## config.mk

```make
export PLATFORM = sky130hd
export DESIGN_NAME = octree_node_walker
export DESIGN_NICKNAME = d
export VERILOG_FILES = /design/src/rtl/octree_pkg.sv /design/src/rtl/octant_child_index.sv /design/src/rtl/octree_node_walker.sv
export SDC_FILE = /design/constraint.sdc
export NUM_CORES = 1
export LEC_CHECK = 0
export CAP_MARGIN = 30
export CORE_MARGIN = 8
export CORE_UTILIZATION = 46
export CTS_BUF_LIST = sky130_fd_sc_hd__clkbuf_4 sky130_fd_sc_hd__clkbuf_8
export CTS_CLUSTER_DIAMETER = 200
export DETAILED_ROUTE_END_ITERATION = 8
export GPL_TIMING_DRIVEN = 0
export PLACE_DENSITY = 0.89
export SLEW_MARGIN = 15
export SYNTH_ARGS = -nofsm -noshare
export SYNTH_HDL_FRONTEND = slang
export SYNTH_SLANG_ARGS = --single-unit
```

## constraint.sdc

```tcl
create_clock -name i_clk -period 6.6 [get_ports i_clk]
set_input_delay 1.32 -clock i_clk [delete_from_list [all_inputs] [get_ports i_clk]]
set_output_delay 1.32 -clock i_clk [all_outputs]
set_load 0.03 [all_outputs]
```

## src/rtl/octree_pkg.sv

```systemverilog
// Shared definitions for the octree walker: node word layout, response codes,
// walker FSM states and the popcount helper used for child indexing.
package octree_pkg;

  localparam int PTR_MSB    = 31;
  localparam int PTR_LSB    = 16;
  localparam int LEAF_MSB   = 15;
  localparam int LEAF_LSB   = 8;
  localparam int BRANCH_MSB = 7;
  localparam int BRANCH_LSB = 0;

  localparam logic [1:0] ST_MISS   = 2'b00;
  localparam logic [1:0] ST_LEAF   = 2'b01;
  localparam logic [1:0] ST_BRANCH = 2'b10;
  localparam logic [1:0] ST_OVF    = 2'b11;

  typedef enum logic [1:0] {
    IDLE  = 2'd0,
    FETCH = 2'd1,
    EVAL  = 2'd2,
    RESP  = 2'd3
  } walk_state_t;

  function automatic logic [3:0] popcount8(input logic [7:0] v);
    logic [3:0] cnt;
    cnt = '0;
    for (int i = 0; i < 8; i++) begin
      cnt = cnt + {3'b000, v[i]};
    end
    return cnt;
  endfunction

endpackage

```

## src/rtl/octant_child_index.sv

```systemverilog
// Decodes one octree node word for a given octant: child address (17-bit, so a
// pointer near the top of the range cannot wrap), leaf/branch hits, overflow.
module octant_child_index
  import octree_pkg::*;
#(
  parameter int DEPTH = 256
) (
  input  logic [31:0] node,
  input  logic [2:0]  k,
  output logic [16:0] child,
  output logic        leaf_hit,
  output logic        branch_hit,
  output logic        overflow
);

  logic [15:0] ptr;
  logic [7:0]  leaf_mask;
  logic [7:0]  branch_mask;
  logic [7:0]  occ;
  logic [7:0]  below_k;
  logic [3:0]  idx;

  assign ptr         = node[PTR_MSB:PTR_LSB];
  assign leaf_mask   = node[LEAF_MSB:LEAF_LSB];
  assign branch_mask = node[BRANCH_MSB:BRANCH_LSB];
  assign occ         = leaf_mask | branch_mask;

  // Children are packed densely: rank of octant k among occupied octants.
  assign below_k = occ & ((8'd1 << k) - 8'd1);
  assign idx     = popcount8(below_k);
  assign child   = {1'b0, ptr} + {13'd0, idx};

  assign leaf_hit   = leaf_mask[k];
  assign branch_hit = branch_mask[k];
  assign overflow   = (child >= 17'(DEPTH)) && (leaf_hit || branch_hit);

endmodule

```

## src/rtl/octree_node_walker.sv

```systemverilog
// Octree node walker: descends the node BRAM from a root along an octant path.
// Build option OCT_WALK_STATS_EN adds saturating node-read and miss counters.
module octree_node_walker
  import octree_pkg::*;
#(
  parameter int DEPTH     = 256,
  parameter int MAX_DEPTH = 8,
  localparam int ADDRW    = $clog2(DEPTH),
  localparam int LVLW     = $clog2(MAX_DEPTH + 1)
) (
  input  logic                   i_clk,
  input  logic                   i_rst_n,
  input  logic                   i_req_valid,
  output logic                   o_req_ready,
  input  logic [3*MAX_DEPTH-1:0] i_req_path,
  input  logic [LVLW-1:0]        i_req_depth,
  input  logic [ADDRW-1:0]       i_root_addr,
  output logic [ADDRW-1:0]       o_mem_addr_read,
  input  logic [31:0]            i_mem_data,
  output logic                   o_rsp_valid,
  input  logic                   i_rsp_ready,
  output logic [1:0]             o_rsp_status,
  output logic [ADDRW-1:0]       o_rsp_addr,
  output logic [LVLW-1:0]        o_rsp_level
`ifdef OCT_WALK_STATS_EN
  ,
  output logic [15:0]            o_stat_reads,
  output logic [15:0]            o_stat_miss
`endif
);

  walk_state_t            state_q, state_d;
  logic [3*MAX_DEPTH-1:0] path_q, path_d;
  logic [LVLW-1:0]        depth_q, depth_d;
  logic [LVLW-1:0]        level_q, level_d;
  logic [ADDRW-1:0]       addr_q, addr_d;
  logic [1:0]             rsp_status_q, rsp_status_d;
  logic [ADDRW-1:0]       rsp_addr_q, rsp_addr_d;
  logic [LVLW-1:0]        rsp_level_q, rsp_level_d;

  logic [LVLW-1:0]        req_depth_clamped;
  logic [LVLW-1:0]        level_inc;
  logic [2:0]             octant;
  logic [16:0]            child;
  logic                   leaf_hit;
  logic                   branch_hit;
  logic                   child_ovf;
  logic                   unused_child_hi;

  assign req_depth_clamped = (i_req_depth > LVLW'(MAX_DEPTH)) ? LVLW'(MAX_DEPTH) : i_req_depth;
  assign level_inc         = level_q + LVLW'(1);
  assign octant            = path_q[3*level_q +: 3];

  octant_child_index #(
    .DEPTH(DEPTH)
  ) u_child_index (
    .node      (i_mem_data),
    .k         (octant),
    .child     (child),
    .leaf_hit  (leaf_hit),
    .branch_hit(branch_hit),
    .overflow  (child_ovf)
  );

  // Upper child bits only matter for the overflow decision made in the decoder.
  assign unused_child_hi = ^child[16:ADDRW];

  always_ff @(posedge i_clk or negedge i_rst_n) begin
    if (!i_rst_n) begin
      state_q      <= IDLE;
      path_q       <= '0;
      depth_q      <= '0;
      level_q      <= '0;
      addr_q       <= '0;
      rsp_status_q <= ST_MISS;
      rsp_addr_q   <= '0;
      rsp_level_q  <= '0;
    end else begin
      state_q      <= state_d;
      path_q       <= path_d;
      depth_q      <= depth_d;
      level_q      <= level_d;
      addr_q       <= addr_d;
      rsp_status_q <= rsp_status_d;
      rsp_addr_q   <= rsp_addr_d;
      rsp_level_q  <= rsp_level_d;
    end
  end

  always_comb begin
    state_d      = state_q;
    path_d       = path_q;
    depth_d      = depth_q;
    level_d      = level_q;
    addr_d       = addr_q;
    rsp_status_d = rsp_status_q;
    rsp_addr_d   = rsp_addr_q;
    rsp_level_d  = rsp_level_q;

    case (state_q)
      IDLE: begin
        if (i_req_valid) begin
          path_d  = i_req_path;
          depth_d = req_depth_clamped;
          level_d = '0;
          addr_d  = i_root_addr;
          // An empty path resolves to the root itself without touching memory.
          if (req_depth_clamped == '0) begin
            state_d      = RESP;
            rsp_status_d = ST_BRANCH;
            rsp_addr_d   = i_root_addr;
            rsp_level_d  = '0;
          end else begin
            state_d = FETCH;
          end
        end
      end

      FETCH: begin
        state_d = EVAL;
      end

      EVAL: begin
        if (child_ovf) begin
          state_d      = RESP;
          rsp_status_d = ST_OVF;
          rsp_addr_d   = addr_q;
          rsp_level_d  = level_q;
        end else if (leaf_hit) begin
          state_d      = RESP;
          rsp_status_d = ST_LEAF;
          rsp_addr_d   = child[ADDRW-1:0];
          rsp_level_d  = level_q;
        end else if (branch_hit) begin
          if (level_inc == depth_q) begin
            state_d      = RESP;
            rsp_status_d = ST_BRANCH;
            rsp_addr_d   = child[ADDRW-1:0];
            rsp_level_d  = level_q;
          end else begin
            state_d = FETCH;
            addr_d  = child[ADDRW-1:0];
            level_d = level_inc;
          end
        end else begin
          state_d      = RESP;
          rsp_status_d = ST_MISS;
          rsp_addr_d   = addr_q;
          rsp_level_d  = level_q;
        end
      end

      RESP: begin
        if (i_rsp_ready) begin
          state_d = IDLE;
        end
      end

      default: begin
        state_d = IDLE;
      end
    endcase
  end

  assign o_req_ready     = (state_q == IDLE);
  assign o_rsp_valid     = (state_q == RESP);
  assign o_mem_addr_read = addr_q;
  assign o_rsp_status    = rsp_status_q;
  assign o_rsp_addr      = rsp_addr_q;
  assign o_rsp_level     = rsp_level_q;

`ifdef OCT_WALK_STATS_EN
  logic eval_miss;

  assign eval_miss = (state_q == EVAL) && (state_d == RESP) && (rsp_status_d == ST_MISS);

  // Both counters stick at all-ones rather than wrapping.
  always_ff @(posedge i_clk or negedge i_rst_n) begin
    if (!i_rst_n) begin
      o_stat_reads <= '0;
      o_stat_miss  <= '0;
    end else begin
      if ((state_q == EVAL) && (o_stat_reads != 16'hFFFF)) begin
        o_stat_reads <= o_stat_reads + 16'd1;
      end
      if (eval_miss && (o_stat_miss != 16'hFFFF)) begin
        o_stat_miss <= o_stat_miss + 16'd1;
      end
    end
  end
`endif

endmodule

```

# After elaboration in Yosys (flattened, before gate mapping)
# Cells that the tools add are included.
# word_totals
output_inout_bits	24
inputBits	72
word_cells	93
reg_bits	56
# op_classes
magnitude_cmp	3
addsub	10
shift	2
reduce_logical	9
n_mux	46
eq_ne	12
multipliers	1
bitwise	2
# op_table
op	n
8-bit two-way mux	11
4-bit two-way mux	12
8-bit case mux with 2 select lines	2
2-bit two-way mux	13
4-bit by 1-bit adder with 4-bit output	6
24-bit by 7-bit indexed part select with 3-bit output	1
16-bit by 4-bit adder with 17-bit output	1
17-bit by 9-bit >= comparator with 1-bit output (second input constant)	1
4-bit case mux with 2 select lines	2
8-bit AND	1
2-bit inequality test (second input constant)	4
8-bit OR	1
2-bit case mux with 4 select lines	1
1-bit by 3-bit left shift with 8-bit output (first input constant)	1
8-bit by 1-bit subtractor with 8-bit output (second input constant)	1
1-bit binary-select mux with 3-bit select	2
2-bit by 4-bit multiplier with 6-bit output (first input constant)	1
2-bit by 1-bit inequality test with 1-bit output (second input constant)	3
6-bit AND reduction	1
5-bit by 4-bit inequality test with 1-bit output (second input constant)	1
4-bit by 1-bit adder with 4-bit output (second input constant)	1
2-bit equality test (second input constant)	2
4-bit equality test	1
4-bit greater-than comparator (second input constant)	1
other kinds (12)	14

# Logic depth before layout (Yosys ltp)
# logic_depth
depth_word	18
depth_mapped	29

# By module
# From an unflattened synthesis, not the netlist that was laid out.
# unflattened
cells_unflattened	393
hier_area_um2	3607.2
# modules_own_cells
module	cells_each	area_each_um2	n_inst	seq_area_each_um2
octree_node_walker	283	2735.1	1	1401.3
octant_child_index	110	872.1	1	0.0

# Worst setup path before layout
# No wires, ideal clock.
# synth_timing
kind	reg2reg
from	register level_q[0]
to	register level_q[0]
required_ps	6472
slack_ps	-660
stages_incl_launch_ff	28
t_arrival_ps	7133
period_less_slack_ps	7260
cell_sequence	dfrtp_1 buf_4 mux4_2 mux2i_1 nor2_1 clkbuf_1 or3_1 ha_1 inv_1 nand3_1 o21a_1 o21ai_0 o21ai_0 fa_1 fa_1 fa_1 fa_1 inv_1 fa_1 a21o_1 a21o_1 a21oi_1 o221ai_1 nor4b_4 nand4_2 o21ai_1 buf_4 mux2_1
# synth_via
elab_chain_cells	17
word_cells_on_any_way	32
classes_between	add/sub: 10; mul: 1; order compare: 1; eq/ne: 5; shift: 2; mux: 9; bitwise: 1; reduce/logical: 3
# synth_lines
item	line_no	source
start, declared	octree_node_walker.sv:35	logic [LVLW-1:0] level_q, level_d;
start signal, assigned	octree_node_walker.sv:82	level_q <= level_d;
2-bit by 4-bit multiplier with 6-bit output	octree_node_walker.sv:52	assign octant = path_q[3*level_q +: 3];
24-bit by 7-bit indexed part select with 3-bit output	octree_node_walker.sv:52	
1-bit by 3-bit left shift with 8-bit output	octant_child_index.sv:29	assign below_k = occ & ((8'd1 << k) - 8'd1);
8-bit by 1-bit subtractor with 8-bit output	octant_child_index.sv:29	
8-bit AND	octant_child_index.sv:29	
1-bit by 1-bit adder with 2-bit output	octree_pkg.sv:28	cnt = cnt + {3'b000, v[i]};
4-bit by 1-bit adder with 4-bit output (6 in series)	octree_pkg.sv:28	
16-bit by 4-bit adder with 17-bit output	octant_child_index.sv:31	assign child = {1'b0, ptr} + {13'd0, idx};
17-bit by 9-bit >= comparator with 1-bit output	octant_child_index.sv:35	assign overflow = (child >= 17'(DEPTH)) && (leaf_hit || branch_hit);
1-bit logical AND	octant_child_index.sv:35	
2-bit inequality test (no line)	n/a	
6-bit AND reduction (no line)	n/a	
# Parallel ways exist; a longest one is shown, timed or not. The select of a mux whose other input is x is not followed.
# A chain may end at the register's enable or synchronous reset.

# Worst setup path after layout
# layout_timing
from	register level_q[0]
to	register rsp_addr_q[4] (netlist: o_rsp_addr[4])
# layout_via
elab_chain_cells	18
word_cells_on_any_way	29
classes_between	add/sub: 10; mul: 1; order compare: 1; eq/ne: 2; shift: 2; mux: 9; bitwise: 1; reduce/logical: 3
# layout_lines
item	line_no	source
branches (longest 18 deep; another with 8-bit by 1-bit subtractor with 8-bit output)	n/a	
end signal, assigned	octree_node_walker.sv:85	rsp_addr_q <= rsp_addr_d;
end, declared	octree_node_walker.sv:38	logic [ADDRW-1:0] rsp_addr_q, rsp_addr_d;
# Parallel ways; which one is timed is not known. The select of a mux whose other input is x is not followed.

==> out/results.ini <==
[clocking]
cts_tree=yes
clkTransAtPathRegs_ns=0.11
hold_buffers=0
cts_sinks=56
clock_latency_ns=0.33
h-tree-depth=2
clk_path_buf_depth=2
root_buffer=clkbuf_8
numCtsBuffers=5

[placement]
place.gp.congestion=0.864
dp_hpwl_um=7850
portBuffers=95

[sta]
timing.setup.tns_ns=-10.24
finalSetupViolations=27
hold_viol=0
worst_pin_slew_ns=0.729
min_period_ns=7.04
maxSlewHeadroom_pct=51.4
fin_skew_ns=0.0103
finalCritPeriodShare_pct=107
setup_slack_ns=-0.437
slew_viol_final=0
max_freq_ghz=0.142
rsz0062_at_grt=yes

[floorplanning]
dieArea_mm2=0.0109
core_mm2=0.00765
num_rows=32
dieHeight_um=104
initial_utilization_pct=47.0
fp.dieW_um=104
io_pins=96

[routing]
drtPass1Iterations=5
wl_per_cell_um=19.5
routed_via_density=5.86
ant_nets=0
dr_total_vias=3707
drtIter0Drc=215
wirelength_um=12400
drt_drc_violations_left=0

[status]
failed_checks=setup timing
outcome=finished, violations left

[worst_setup_path]
cp.arrival_ns=7.26
crit_start=level_q[0]
worstReg2RegStart=level_q[0]
crit_top_cell=fa_2
required_ns=6.82
max_stage_delay_ns=0.55
worstSetupEndpointType=flip-flop
worstPathMaxFanout=6
start_kind=flip-flop
cp_slowest_cell=mux4_2
crit_type=reg2reg

[global_routing]
grt_pass1_vias=4046
grt_pass1_wl_um=19300
grt-busiest-layer=met2
antenna_found_initial=0
use_met1_pct=22.8
gr-total-overflow=0
grt.total_usage_pct=21.4
grt_max_degree=57
use_met3_pct=5.02
met2_usage_pct=38.8

[final_layout]
drive_gt1_share_pct=22.0
final_cell_mix=nand2_1 (112), clkdlybuf4s50_1 (94), dfrtp_1 (55)
final_common_cell=nand2_1
n_antenna_cell=0
nets=616
syn2layout_area_growth_pct=50.7

[logic_synthesis]
synth_area_mm2=0.00359
synth-edff-count=0
ys_ff_latch=56
synth_warnings=0
synth_top_cell_by_area=dfrtp_1
syn_inst=392
synth_nets=478
ys_types=57
yosys-top-cells-area=dfrtp_1 (39%), nand2_1 (12%), mux4_2 (5.6%), ha_1 (3.1%), mux2_1 (3.1%)
synthFlopType=dfrtp_1
async_flop_share_pct=100
ys_seq_area_share_pct=39.0
synth_top_area_share_pct=39.0
avgSynthCellArea_um2=9.17

[worst_hold_path]
hp-class=reg2reg
worstHoldStart=path_q[16]

[job]
max-cap-violations=0

[worst max-delay path, delay by kind of cell, from the launching register on]
kind	cells	cell delay, ns
AOI/OAI and AO/OA	9	1.50
adders and majority gates	6	2.47
buffers and inverters	7	0.78
DFF	1	0.43
muxes	2	0.76
and+or+nand+nor	5	0.97
[cell type report]
type	count	area [um2]
Buffer	17	98.8
Clock buffer	5	68.8
Clock inverter	3	26.3
Fill cell	520	2230
Inverter	14	52.6
Multi-Input combinational cell	304	2370
Sequential cell	56	1400
Tap cell	102	128
Timing Repair Buffer	132	1270
[cells in the mapped netlist, drive strengths merged (2+ instances only)]
cell,count
nor3b,2
mux2,12
o21bai,4
or3,5
a211oi,3
o21a,4
nor2,13
xor2,4
o211a,2
inv,14
a21o,6
nand2,113
clkbuf,12
fa,5
o21ai,22
nand3,9
dfrtp,56
nor2b,4
a32o,2
mux4,9
mux2i,8
a21oi,10
a31oi,2
or4,2
a22o,2
ha,9
and2,2
buf,6
o2bb2ai,2
o211ai,6
nand3b,4
nand4,3
nor3,8
xnor2,12
a21boi,2
[what timing repair did]
item | 4_1_cts | 5_1_grt
resized for setup | 52 | 27
setup buffers | 26 | 8
cloned | 2 | 1
pin swaps | 23 | 18
endpoints found under the setup margin | 27 | 27
[cells by family (layout without fill, tap and decap cells)]
family	count (synthesis)	after routing	synth area share, %
xor gates and xnor gates	16	16	3.90
DFF	56	56	39.0
AOI/OAI and AO/OA	75	75	14.3
adders and majority gates	14	14	5.92
and+or+nand+nor	169	169	21.1
buffers and inverters	32	171	3.65
muxes	29	29	12.0
other	1	1	0.104
[flip-flops by register name, summed over array words and instances, names as in the netlist]
name             count
o_rsp_addr           8
state_q              2
o_rsp_level          4
o_rsp_status         2
level_q              4
depth_q              4
o_mem_addr_read      8
path_q              24
[per-stage QoR]
step,instances,area [um2],hold slack (ns),setup slack [ns],util (%)
floorplan,392,3620,0.440,0.104,-
global placement,589,4700,0.453,-1.13,61.4
detailed placement,589,4690,0.462,-1.29,61.4
CTS,624,5210,0.487,-0.255,68.2
global route,633,5420,0.500,-0.640,70.8
finish,633,5420,0.488,-0.437,70.8
[worst paths after layout]
check | slack [ns] | to | cells past startpoint
setup / recovery | -0.44 | o_rsp_addr[4] | 29
hold / removal | 0.49 | path_q[16] | 2
setup reg to reg | -0.44 | o_rsp_addr[4] | 29
hold reg to reg | 0.49 | path_q[16] | 2
max in group asynchronous | 5.05 | level_q[0] | 1
min in group asynchronous | 1.03 | path_q[20] | 1
[per-layer routing]
| layer | up-vias | routed length (um) |
|---|---|---|
| met2 | 228 | 6510 |
| met5 | - | 0 |
| met1 | 1792 | 4600 |
| met3 | 39 | 819 |
| li1 | 1648 | - |
| met4 | 0 | 444 |
Power is left out: the tool's default activity adds up to more than one toggle a clock period on the data nets, which glitch-free logic cannot reach.
